<file path="src/rtl/wb_pkg.sv">
// Shared types and constants for the writeback arbiter.
//   WB_XLEN / WB_AW : register data / address widths used by wb_req_t
//   GPR_ZERO        : hardwired-zero GPR address (writes to it are dropped)
//   SLOT_*          : index of each source in the slot array
package wb_pkg;

  localparam int WB_XLEN   = 32;
  localparam int WB_AW     = 5;
  localparam int NUM_SLOTS = 4;

  localparam logic [WB_AW-1:0] GPR_ZERO = '0;

  localparam int SLOT_UART = 0;
  localparam int SLOT_ALU  = 1;
  localparam int SLOT_FPU  = 2;
  localparam int SLOT_MOV  = 3;

  typedef enum logic [2:0] {SRC_LOAD, SRC_UART, SRC_ALU, SRC_FPU, SRC_MOV} wb_src_e;

  typedef enum logic [1:0] {LD_IDLE, LD_WAIT, LD_FULL} ld_state_e;

  typedef struct packed {
    logic               full;
    logic [WB_AW-1:0]   addr;
    logic [WB_XLEN-1:0] data;
  } wb_req_t;

endpackage

</file>
<file path="src/rtl/wb_arbiter_if.sv">
// Bus bundle between the writeback arbiter and its surroundings.
//   slave  : arbiter side (takes requests/load events, drives readies and write ports)
//   master : source / register-file side (the mirror image)
interface wb_arbiter_if #(
  parameter int XLEN = wb_pkg::WB_XLEN,
  parameter int AW   = wb_pkg::WB_AW
);

  logic            alu_valid,  alu_ready;
  logic [AW-1:0]   alu_addr;
  logic [XLEN-1:0] alu_data;
  logic            uart_valid, uart_ready;
  logic [AW-1:0]   uart_addr;
  logic [XLEN-1:0] uart_data;
  logic            fpu_valid,  fpu_ready;
  logic [AW-1:0]   fpu_addr;
  logic [XLEN-1:0] fpu_data;
  logic            mov_valid,  mov_ready;
  logic [AW-1:0]   mov_addr;
  logic [XLEN-1:0] mov_data;

  logic            ld_issue, ld_fpr, load_finish, ld_busy, ld_err;
  logic [AW-1:0]   ld_addr;
  logic [XLEN-1:0] rdata;

  logic            gpr_we, fpr_we, wgpr_finish, wfpr_finish;
  logic [AW-1:0]   gpr_waddr, fpr_waddr;
  logic [XLEN-1:0] gpr_wdata, fpr_wdata;

  modport slave (
    input  alu_valid, alu_addr, alu_data, uart_valid, uart_addr, uart_data,
           fpu_valid, fpu_addr, fpu_data, mov_valid, mov_addr, mov_data,
           ld_issue, ld_fpr, ld_addr, load_finish, rdata,
    output alu_ready, uart_ready, fpu_ready, mov_ready, ld_busy, ld_err,
           gpr_we, gpr_waddr, gpr_wdata, fpr_we, fpr_waddr, fpr_wdata,
           wgpr_finish, wfpr_finish
  );

  modport master (
    output alu_valid, alu_addr, alu_data, uart_valid, uart_addr, uart_data,
           fpu_valid, fpu_addr, fpu_data, mov_valid, mov_addr, mov_data,
           ld_issue, ld_fpr, ld_addr, load_finish, rdata,
    input  alu_ready, uart_ready, fpu_ready, mov_ready, ld_busy, ld_err,
           gpr_we, gpr_waddr, gpr_wdata, fpr_we, fpr_waddr, fpr_wdata,
           wgpr_finish, wfpr_finish
  );

endinterface

</file>
<file path="src/rtl/wb_slot.sv">
// One-entry request holding register.
//   valid/addr/data : incoming request, captured when the slot is empty
//   ready           : slot empty (no same-cycle bypass through a clearing slot)
//   clr             : request was granted this cycle, empty at the next edge
//   req             : held request (full/addr/data)
module wb_slot
  import wb_pkg::*;
#(
  parameter int XLEN = WB_XLEN,
  parameter int AW   = WB_AW
) (
  input  logic            clk,
  input  logic            rstn,
  input  logic            valid,
  input  logic [AW-1:0]   addr,
  input  logic [XLEN-1:0] data,
  input  logic            clr,
  output logic            ready,
  output wb_req_t         req
);

  wb_req_t req_q, req_d;

  // clr only ever hits a full slot and capture only an empty one,
  // so the two never collide in the same cycle.
  always_comb begin
    req_d = req_q;
    if (clr) req_d.full = 1'b0;
    if (valid && !req_q.full) req_d = '{full: 1'b1, addr: addr, data: data};
  end

  always_ff @(posedge clk) begin
    if (!rstn) req_q <= '0;
    else       req_q <= req_d;
  end

  assign ready = !req_q.full;
  assign req   = req_q;

endmodule

</file>
<file path="src/rtl/wb_arbiter.sv">
// Writeback scheduler for the GPR and FPR register files.
//   clk, rstn : clock, synchronous active-low reset
//   bus       : source requests (alu/uart -> GPR, fpu/mov -> FPR), load
//               issue/return, registered GPR/FPR write ports, finish pulses,
//               ld_busy and the sticky ld_err flag
// Each source owns a one-entry slot; the single outstanding load is tracked
// here. Each file picks one full slot per cycle by fixed priority and the
// winner is registered onto its write port.
module wb_arbiter
  import wb_pkg::*;
#(
  parameter int XLEN = WB_XLEN,
  parameter int AW   = WB_AW
) (
  input  logic         clk,
  input  logic         rstn,
  wb_arbiter_if.slave  bus
);

  // ---------------- source slots ----------------
  logic [NUM_SLOTS-1:0]           s_valid, s_ready, s_clr;
  logic [NUM_SLOTS-1:0][AW-1:0]   s_addr;
  logic [NUM_SLOTS-1:0][XLEN-1:0] s_data;
  wb_req_t [NUM_SLOTS-1:0]        s_req;

  assign s_valid = {bus.mov_valid, bus.fpu_valid, bus.alu_valid, bus.uart_valid};
  assign s_addr  = {bus.mov_addr,  bus.fpu_addr,  bus.alu_addr,  bus.uart_addr};
  assign s_data  = {bus.mov_data,  bus.fpu_data,  bus.alu_data,  bus.uart_data};

  for (genvar i = 0; i < NUM_SLOTS; i++) begin : g_slot
    wb_slot #(.XLEN(XLEN), .AW(AW)) u_slot (
      .clk   (clk),
      .rstn  (rstn),
      .valid (s_valid[i]),
      .addr  (s_addr[i]),
      .data  (s_data[i]),
      .clr   (s_clr[i]),
      .ready (s_ready[i]),
      .req   (s_req[i])
    );
  end

  assign bus.uart_ready = s_ready[SLOT_UART];
  assign bus.alu_ready  = s_ready[SLOT_ALU];
  assign bus.fpu_ready  = s_ready[SLOT_FPU];
  assign bus.mov_ready  = s_ready[SLOT_MOV];

  // ---------------- load tracker ----------------
  ld_state_e       ld_state_q, ld_state_d;
  logic            ld_fpr_q,   ld_fpr_d;
  logic [AW-1:0]   ld_addr_q,  ld_addr_d;
  logic [XLEN-1:0] ld_data_q,  ld_data_d;
  logic            ld_err_q,   ld_err_d;
  logic            ld_grant;

  always_comb begin
    ld_state_d = ld_state_q;
    ld_fpr_d   = ld_fpr_q;
    ld_addr_d  = ld_addr_q;
    ld_data_d  = ld_data_q;
    ld_err_d   = ld_err_q;
    // Out-of-protocol events are dropped; only the sticky flag records them.
    if (bus.ld_issue    && ld_state_q != LD_IDLE) ld_err_d = 1'b1;
    if (bus.load_finish && ld_state_q != LD_WAIT) ld_err_d = 1'b1;
    case (ld_state_q)
      LD_IDLE: if (bus.ld_issue) begin
        ld_state_d = LD_WAIT;
        ld_fpr_d   = bus.ld_fpr;
        ld_addr_d  = bus.ld_addr;
      end
      LD_WAIT: if (bus.load_finish) begin
        ld_state_d = LD_FULL;
        ld_data_d  = bus.rdata;
      end
      LD_FULL: if (ld_grant) ld_state_d = LD_IDLE;
      default: ld_state_d = LD_IDLE;
    endcase
  end

  assign bus.ld_busy = (ld_state_q != LD_IDLE);
  assign bus.ld_err  = ld_err_q;

  // ---------------- arbitration ----------------
  wb_req_t ld_req, g_win, f_win;
  wb_src_e g_src, f_src;

  assign ld_req = '{full: (ld_state_q == LD_FULL), addr: ld_addr_q, data: ld_data_q};

  always_comb begin
    g_win = '0;
    g_src = SRC_LOAD;
    if (ld_req.full && !ld_fpr_q) begin
      g_win = ld_req;               g_src = SRC_LOAD;
    end else if (s_req[SLOT_UART].full) begin
      g_win = s_req[SLOT_UART];     g_src = SRC_UART;
    end else if (s_req[SLOT_ALU].full) begin
      g_win = s_req[SLOT_ALU];      g_src = SRC_ALU;
    end
  end

  always_comb begin
    f_win = '0;
    f_src = SRC_LOAD;
    if (ld_req.full && ld_fpr_q) begin
      f_win = ld_req;               f_src = SRC_LOAD;
    end else if (s_req[SLOT_FPU].full) begin
      f_win = s_req[SLOT_FPU];      f_src = SRC_FPU;
    end else if (s_req[SLOT_MOV].full) begin
      f_win = s_req[SLOT_MOV];      f_src = SRC_MOV;
    end
  end

  always_comb begin
    s_clr            = '0;
    s_clr[SLOT_UART] = g_win.full && (g_src == SRC_UART);
    s_clr[SLOT_ALU]  = g_win.full && (g_src == SRC_ALU);
    s_clr[SLOT_FPU]  = f_win.full && (f_src == SRC_FPU);
    s_clr[SLOT_MOV]  = f_win.full && (f_src == SRC_MOV);
    ld_grant         = (g_win.full && (g_src == SRC_LOAD)) ||
                       (f_win.full && (f_src == SRC_LOAD));
  end

  // ---------------- registered write ports ----------------
  logic            gpr_we_q, gpr_we_d, gpr_fin_q, gpr_fin_d;
  logic            fpr_we_q, fpr_we_d, fpr_fin_q, fpr_fin_d;
  logic [AW-1:0]   gpr_waddr_q, gpr_waddr_d, fpr_waddr_q, fpr_waddr_d;
  logic [XLEN-1:0] gpr_wdata_q, gpr_wdata_d, fpr_wdata_q, fpr_wdata_d;

  always_comb begin
    gpr_waddr_d = gpr_waddr_q;
    gpr_wdata_d = gpr_wdata_q;
    fpr_waddr_d = fpr_waddr_q;
    fpr_wdata_d = fpr_wdata_q;
    // A grant to GPR r0 still completes (finish pulse, slot frees) but never
    // reaches the register file.
    gpr_fin_d   = g_win.full;
    gpr_we_d    = g_win.full && (g_win.addr != GPR_ZERO);
    fpr_fin_d   = f_win.full;
    fpr_we_d    = f_win.full;
    if (g_win.full) begin
      gpr_waddr_d = g_win.addr;
      gpr_wdata_d = g_win.data;
    end
    if (f_win.full) begin
      fpr_waddr_d = f_win.addr;
      fpr_wdata_d = f_win.data;
    end
  end

  always_ff @(posedge clk) begin
    if (!rstn) begin
      ld_state_q  <= LD_IDLE;
      ld_fpr_q    <= 1'b0;
      ld_addr_q   <= '0;
      ld_data_q   <= '0;
      ld_err_q    <= 1'b0;
      gpr_we_q    <= 1'b0;
      gpr_fin_q   <= 1'b0;
      gpr_waddr_q <= '0;
      gpr_wdata_q <= '0;
      fpr_we_q    <= 1'b0;
      fpr_fin_q   <= 1'b0;
      fpr_waddr_q <= '0;
      fpr_wdata_q <= '0;
    end else begin
      ld_state_q  <= ld_state_d;
      ld_fpr_q    <= ld_fpr_d;
      ld_addr_q   <= ld_addr_d;
      ld_data_q   <= ld_data_d;
      ld_err_q    <= ld_err_d;
      gpr_we_q    <= gpr_we_d;
      gpr_fin_q   <= gpr_fin_d;
      gpr_waddr_q <= gpr_waddr_d;
      gpr_wdata_q <= gpr_wdata_d;
      fpr_we_q    <= fpr_we_d;
      fpr_fin_q   <= fpr_fin_d;
      fpr_waddr_q <= fpr_waddr_d;
      fpr_wdata_q <= fpr_wdata_d;
    end
  end

  assign bus.gpr_we      = gpr_we_q;
  assign bus.gpr_waddr   = gpr_waddr_q;
  assign bus.gpr_wdata   = gpr_wdata_q;
  assign bus.wgpr_finish = gpr_fin_q;
  assign bus.fpr_we      = fpr_we_q;
  assign bus.fpr_waddr   = fpr_waddr_q;
  assign bus.fpr_wdata   = fpr_wdata_q;
  assign bus.wfpr_finish = fpr_fin_q;

endmodule

</file>
<file path="src/flat_wrapper.sv">
// flat-port wrapper written by rule: the top's interface ports become plain ports
module wb_arbiter_flat import wb_pkg::*;
#(
  parameter int XLEN = WB_XLEN,
  parameter int AW   = WB_AW
)
  (clk, rstn, bus_alu_valid, bus_alu_addr, bus_alu_data, bus_uart_valid, bus_uart_addr, bus_uart_data, bus_fpu_valid, bus_fpu_addr, bus_fpu_data, bus_mov_valid, bus_mov_addr, bus_mov_data, bus_ld_issue, bus_ld_fpr, bus_ld_addr, bus_load_finish, bus_rdata, bus_alu_ready, bus_uart_ready, bus_fpu_ready, bus_mov_ready, bus_ld_busy, bus_ld_err, bus_gpr_we, bus_gpr_waddr, bus_gpr_wdata, bus_fpr_we, bus_fpr_waddr, bus_fpr_wdata, bus_wgpr_finish, bus_wfpr_finish);
  wb_arbiter_if #(.XLEN(XLEN), .AW(AW)) bus_i ();
  input  logic clk;
  input  logic rstn;
  input wire logic [$bits(bus_i.alu_valid)-1:0] bus_alu_valid;
  input wire logic [$bits(bus_i.alu_addr)-1:0] bus_alu_addr;
  input wire logic [$bits(bus_i.alu_data)-1:0] bus_alu_data;
  input wire logic [$bits(bus_i.uart_valid)-1:0] bus_uart_valid;
  input wire logic [$bits(bus_i.uart_addr)-1:0] bus_uart_addr;
  input wire logic [$bits(bus_i.uart_data)-1:0] bus_uart_data;
  input wire logic [$bits(bus_i.fpu_valid)-1:0] bus_fpu_valid;
  input wire logic [$bits(bus_i.fpu_addr)-1:0] bus_fpu_addr;
  input wire logic [$bits(bus_i.fpu_data)-1:0] bus_fpu_data;
  input wire logic [$bits(bus_i.mov_valid)-1:0] bus_mov_valid;
  input wire logic [$bits(bus_i.mov_addr)-1:0] bus_mov_addr;
  input wire logic [$bits(bus_i.mov_data)-1:0] bus_mov_data;
  input wire logic [$bits(bus_i.ld_issue)-1:0] bus_ld_issue;
  input wire logic [$bits(bus_i.ld_fpr)-1:0] bus_ld_fpr;
  input wire logic [$bits(bus_i.ld_addr)-1:0] bus_ld_addr;
  input wire logic [$bits(bus_i.load_finish)-1:0] bus_load_finish;
  input wire logic [$bits(bus_i.rdata)-1:0] bus_rdata;
  output wire logic [$bits(bus_i.alu_ready)-1:0] bus_alu_ready;
  output wire logic [$bits(bus_i.uart_ready)-1:0] bus_uart_ready;
  output wire logic [$bits(bus_i.fpu_ready)-1:0] bus_fpu_ready;
  output wire logic [$bits(bus_i.mov_ready)-1:0] bus_mov_ready;
  output wire logic [$bits(bus_i.ld_busy)-1:0] bus_ld_busy;
  output wire logic [$bits(bus_i.ld_err)-1:0] bus_ld_err;
  output wire logic [$bits(bus_i.gpr_we)-1:0] bus_gpr_we;
  output wire logic [$bits(bus_i.gpr_waddr)-1:0] bus_gpr_waddr;
  output wire logic [$bits(bus_i.gpr_wdata)-1:0] bus_gpr_wdata;
  output wire logic [$bits(bus_i.fpr_we)-1:0] bus_fpr_we;
  output wire logic [$bits(bus_i.fpr_waddr)-1:0] bus_fpr_waddr;
  output wire logic [$bits(bus_i.fpr_wdata)-1:0] bus_fpr_wdata;
  output wire logic [$bits(bus_i.wgpr_finish)-1:0] bus_wgpr_finish;
  output wire logic [$bits(bus_i.wfpr_finish)-1:0] bus_wfpr_finish;
  assign bus_i.alu_valid = bus_alu_valid;
  assign bus_i.alu_addr = bus_alu_addr;
  assign bus_i.alu_data = bus_alu_data;
  assign bus_i.uart_valid = bus_uart_valid;
  assign bus_i.uart_addr = bus_uart_addr;
  assign bus_i.uart_data = bus_uart_data;
  assign bus_i.fpu_valid = bus_fpu_valid;
  assign bus_i.fpu_addr = bus_fpu_addr;
  assign bus_i.fpu_data = bus_fpu_data;
  assign bus_i.mov_valid = bus_mov_valid;
  assign bus_i.mov_addr = bus_mov_addr;
  assign bus_i.mov_data = bus_mov_data;
  assign bus_i.ld_issue = bus_ld_issue;
  assign bus_i.ld_fpr = bus_ld_fpr;
  assign bus_i.ld_addr = bus_ld_addr;
  assign bus_i.load_finish = bus_load_finish;
  assign bus_i.rdata = bus_rdata;
  assign bus_alu_ready = bus_i.alu_ready;
  assign bus_uart_ready = bus_i.uart_ready;
  assign bus_fpu_ready = bus_i.fpu_ready;
  assign bus_mov_ready = bus_i.mov_ready;
  assign bus_ld_busy = bus_i.ld_busy;
  assign bus_ld_err = bus_i.ld_err;
  assign bus_gpr_we = bus_i.gpr_we;
  assign bus_gpr_waddr = bus_i.gpr_waddr;
  assign bus_gpr_wdata = bus_i.gpr_wdata;
  assign bus_fpr_we = bus_i.fpr_we;
  assign bus_fpr_waddr = bus_i.fpr_waddr;
  assign bus_fpr_wdata = bus_i.fpr_wdata;
  assign bus_wgpr_finish = bus_i.wgpr_finish;
  assign bus_wfpr_finish = bus_i.wfpr_finish;
  wb_arbiter #(.XLEN(XLEN), .AW(AW)) u_core (.clk(clk), .rstn(rstn), .bus(bus_i));
endmodule
</file>
<file path="config.mk">
export PLATFORM = sky130hd
export DESIGN_NAME = wb_arbiter_flat
export DESIGN_NICKNAME = d
export VERILOG_FILES = /design/src/rtl/wb_pkg.sv /design/src/rtl/wb_arbiter_if.sv /design/src/rtl/wb_slot.sv /design/src/rtl/wb_arbiter.sv /design/src/flat_wrapper.sv
export SDC_FILE = /design/constraint.sdc
export NUM_CORES = 1
export LEC_CHECK = 0
export ABC_AREA = 1
export CAP_MARGIN = 10
export CORE_MARGIN = 2
export CORE_UTILIZATION = 46
export CTS_BUF_LIST = sky130_fd_sc_hd__clkbuf_8
export DETAILED_ROUTE_END_ITERATION = 16
export GPL_TIMING_DRIVEN = 0
export PLACE_DENSITY = 0.79
export SLEW_MARGIN = 20
export SYNTH_ARGS = -nofsm -noshare
export SYNTH_HDL_FRONTEND = slang
export SYNTH_SLANG_ARGS = --single-unit
</file>
<file path="constraint.sdc">
create_clock -name clk -period 1.4 [get_ports clk]
set_clock_uncertainty 0.2 [all_clocks]
set_input_delay 0.14 -clock clk [delete_from_list [all_inputs] [get_ports clk]]
set_output_delay 0.14 -clock clk [all_outputs]
set_load 0.1 [all_outputs]
</file>
==> run summary, run 1 <==
Power Dens Cells: 1210 nW/µm²
Vias in the first global route: 11.7k
Crit path kind: flop to output port
CTS clk-pin slew, worst paths: 0.07 ns
RSZ-0062 raised after global routing: yes
RR Endpoint: u_core.bus.gpr_wdata[5]$_SDFFE_PN0P_
Synth Area per Inst: 7.05 µm²
Sequential Power Share: 0.402
Ranking of synthesized cells by area: dfxtp_1, nand2_1, nor2_1
Final Util: 0.777
Max incr delay on CP: 0.39 ns
Avg WL per Cell: 18.7 µm
Stages on the worst setup path: 3
Antenna Violating Nets Remaining: 0
Worst setup EP type: output port
Setup-failing EPs final: 219
Final Hold Fails: 0
CP Launch Type: flop
Clk sinks: 270
Total GRT Usage: 0.323
Cts bufs inserted: 46
NumNets Final: 2162
Setup Slack @ Placement: -0.814 ns
CTS tree: built
Clock Power Share: 0.327
Slew headroom: 0.543
Data arrival, critical path: 1.40 ns
Fin crit share: 1.24
Yosys warns: 0
Worst-case clock buffer depth: 3
Die W: 158 µm
Worst EP required: 1.06 ns
Failing checks: setup timing
Max FO, Critical Path: 5
Filler cells: 1522
Worst reg2reg setup slack: -0.31 ns
DRT Pass-1 Iters: 5
Synthesized instance count: 1549
WL final: 43.4 mm
Total gr overflow: 0
Internal power: 14.7 mW
Tmin final: 1.74 ns
Root buf cell: clkbuf_8
CP top delay family: flip-flops
P_sw: 7.30 mW
Placed cells: 2144
Main synth FF type: dfxtp_1
Yosys top cell by area: dfxtp_1
Die area: 25000 µm²
RePlAce Congestion: 0.873
Worst min path class: input pin to flop
Clock Latency Late Sink: 0.55 ns
Slowest cell on crit path: dfxtp_4
Synth cell types: 22
Comb power frac: 0.271
Most frequent cells after synthesis: nand2_1, nor2_1, dfxtp_1
Critical Path, Cell by Cell: nor2_4 > clkinvlp_4 > buf_6
Die Ht: 158 µm
IO Count: 278
CP Buf/Inv Count: 2
Pleak: 8.06 nW
Fin cells: 2324
Synthesized flop and latch total: 270
H-tree Lvls: 2
Seq/Total Area, Yosys: 0.495
Largest net degree at the start of global routing: 12
Core Area: 23400 µm²
Area delta synth->final: 66.4%
Outcome: finished with violations
DRC Markers: 0
CP startpoint: u_core.ld_state_q[1]$_SDFFE_PN0P_
Share of cells above drive strength 1: 0.248
Vias: 12.4k
Maximum vdd drop: 0.786 mV
Worst-case reg-to-reg path depth: 10
Count leader, synth: nand2_1
Num rows: 56
Area of the multi-input gates: 5070 µm²
Port Buffers: 276
Worst Setup EP: bus_ld_busy
Vias per inst: 5.35
EDFF count, synth: 0
Start of the worst register-to-register path: u_core.ld_state_q[1]$_SDFFE_PN0P_
Slew Limit Fails: 0
Initial antenna violation count: 1
Initial Util: 0.467
Worst setup margin: -0.339 ns
Sw Share: 0.331
Syn Std Cell Area: 10900 µm²
HPWL Detailed: 27.3 mm
Ys async rst share: 0
Initial drt markers: 1198
Syn Nets: 1743
Register area: 5570 µm²
Fmax: 0.575 GHz
Max-Cap Viols: 0
Worst-margin pin slew: 0.685 ns
Top cell type's share of synthesized area: 0.495
First-pass GRT wire length: 61.8 mm
==> how the worst min path moves through the flow <==
stage                                                      start                                           end  slack (ns)  depth (start not counted)
floorplan                                      bus_uart_data[10]  u_core.g_slot[0].u_slot.req[10]$_SDFFE_PN0P_        0.07                          2
global placement    u_core.g_slot[0].u_slot.req[36]$_SDFFE_PN0P_  u_core.g_slot[0].u_slot.req[36]$_SDFFE_PN0P_        0.25                          2
detailed placement  u_core.g_slot[0].u_slot.req[36]$_SDFFE_PN0P_  u_core.g_slot[0].u_slot.req[36]$_SDFFE_PN0P_        0.25                          2
CTS                                             bus_alu_data[28]  u_core.g_slot[1].u_slot.req[28]$_SDFFE_PN0P_      0.0004                          3
global route                                   bus_uart_data[14]  u_core.g_slot[0].u_slot.req[14]$_SDFFE_PN0P_       0.002                          3
finish                                          bus_alu_data[27]  u_core.g_slot[1].u_slot.req[27]$_SDFFE_PN0P_       0.002                          3
==> metrics by stage <==
stage	total power, mW	cell area (µm²)	hold WS [ns]	TNS [ns]
4_1_cts	21.5	17300	0.000399	-27.20
2_1_floorplan	11.8	11100	0.0749	-15.12
6_report	22.0	18200	0.00156	-20.19
5_1_grt	22.8	18200	0.00210	-29.18
3_3_place_gp	13.3	14300	0.246	-167.60
3_5_place_dp	13.4	14300	0.249	-172.79
==> cell type report <==
class                           count  share of cell area
Tap cell                          319              0.0220
Timing Repair Buffer              374               0.259
Inverter                          135              0.0328
Sequential cell                   270               0.307
Buffer                             99              0.0493
Clock buffer                       58              0.0439
Multi-Input combinational cell   1042               0.279
Antenna cell                        1            0.000138
Clock inverter                     26             0.00750
==> tightest hold or removal path, delay by kind of cell <==
| kind | cells | cell delay (ns) |
|---|---|---|
| AOI/OAI and AO/OA | 1 | 0.13 |
| buffers and inverters | 1 | 0.39 |
| and+or+nand+nor | 1 | 0.05 |
==> registers in the layout, summed over array words and instances, names as in the netlist <==
register                  count
u_core.bus.fpr_waddr          5
u_core.bus.fpr_wdata         32
u_core.bus.fpr_we             1
u_core.bus.gpr_waddr          5
u_core.bus.gpr_wdata         32
u_core.bus.gpr_we             1
u_core.bus.ld_err             1
u_core.bus.wgpr_finish        1
u_core.g_slot.u_slot.req    152
u_core.ld_addr_q              5
u_core.ld_data_q             32
u_core.ld_fpr_q               1
u_core.ld_state_q             2
==> layer usage <==
layer,track usage,wire [µm],up-vias
met5,0,0,-
met4,0.158,1940,0
met3,0.0616,3560,133
met2,0.546,21000,680
met1,0.394,16900,5838
li1,-,-,5774
==> cells by family after synthesis <==
logic type,synth area share
AO/OA/AOI/OAI,0.109
buffers and inverters,0.0960
flip-flops,0.495
AND/OR/NAND/NOR,0.300
==> power groups by stage <==
stage / clock network (mW) / registers [mW] / logic, mW
finish: 7.21 / 8.85 / 5.98
global route: 7.58 / 8.90 / 6.28
CTS: 7.17 / 8.81 / 5.49
detailed placement: 0 / 8.83 / 4.56
global placement: 0 / 8.81 / 4.50
floorplan: 0 / 10.1 / 1.69
==> timing repair <==
item | CTS | global route
resized for setup | 963 | 228
cloned | 7 | 7
hold endpoints to repair | 58 | 3
endpoints found under the setup margin | 345 | 336
pin swaps | 16 | 38
buffers inserted | 17 | 11
hold buffers | 56 | 2
==> cell usage in the layout (no fill, tap or decap), types with 8 or more instances in the layout <==
| cell | netlist | final |
|---|---|---|
| inv_1 | 122 | 131 |
| nand2_1 | 380 | 333 |
| clkdlybuf4s50_1 | 0 | 192 |
| nor2_1 | 308 | 271 |
| buf_4 | 9 | 31 |
| nand2_2 | 2 | 37 |
| clkinv_2 | 1 | 10 |
| nand3_1 | 39 | 33 |
| a21oi_1 | 43 | 37 |
| buf_8 | 0 | 12 |
| dfxtp_4 | 0 | 25 |
| clkbuf_1 | 46 | 10 |
| nand4_1 | 70 | 70 |
| nand2_4 | 0 | 9 |
| dlygate4sd3_1 | 0 | 58 |
| buf_6 | 11 | 35 |
| o21ai_1 | 33 | 75 |
| clkbuf_2 | 0 | 17 |
| dfxtp_2 | 0 | 60 |
| nor2_2 | 1 | 8 |
| dfxtp_1 | 270 | 185 |
| clkbuf_8 | 0 | 60 |
| nor2_4 | 1 | 31 |
| o21ai_0 | 157 | 108 |
| buf_12 | 0 | 92 |
Note: power is estimated with default switching activity, not from simulation.
==> inputs of run 2 (changes only) <==
Settings changed: SLEW_MARGIN 20 to 25.
==> results of run 2 <==
No change in the layout: final DEF, timing and power equal those of run 1.
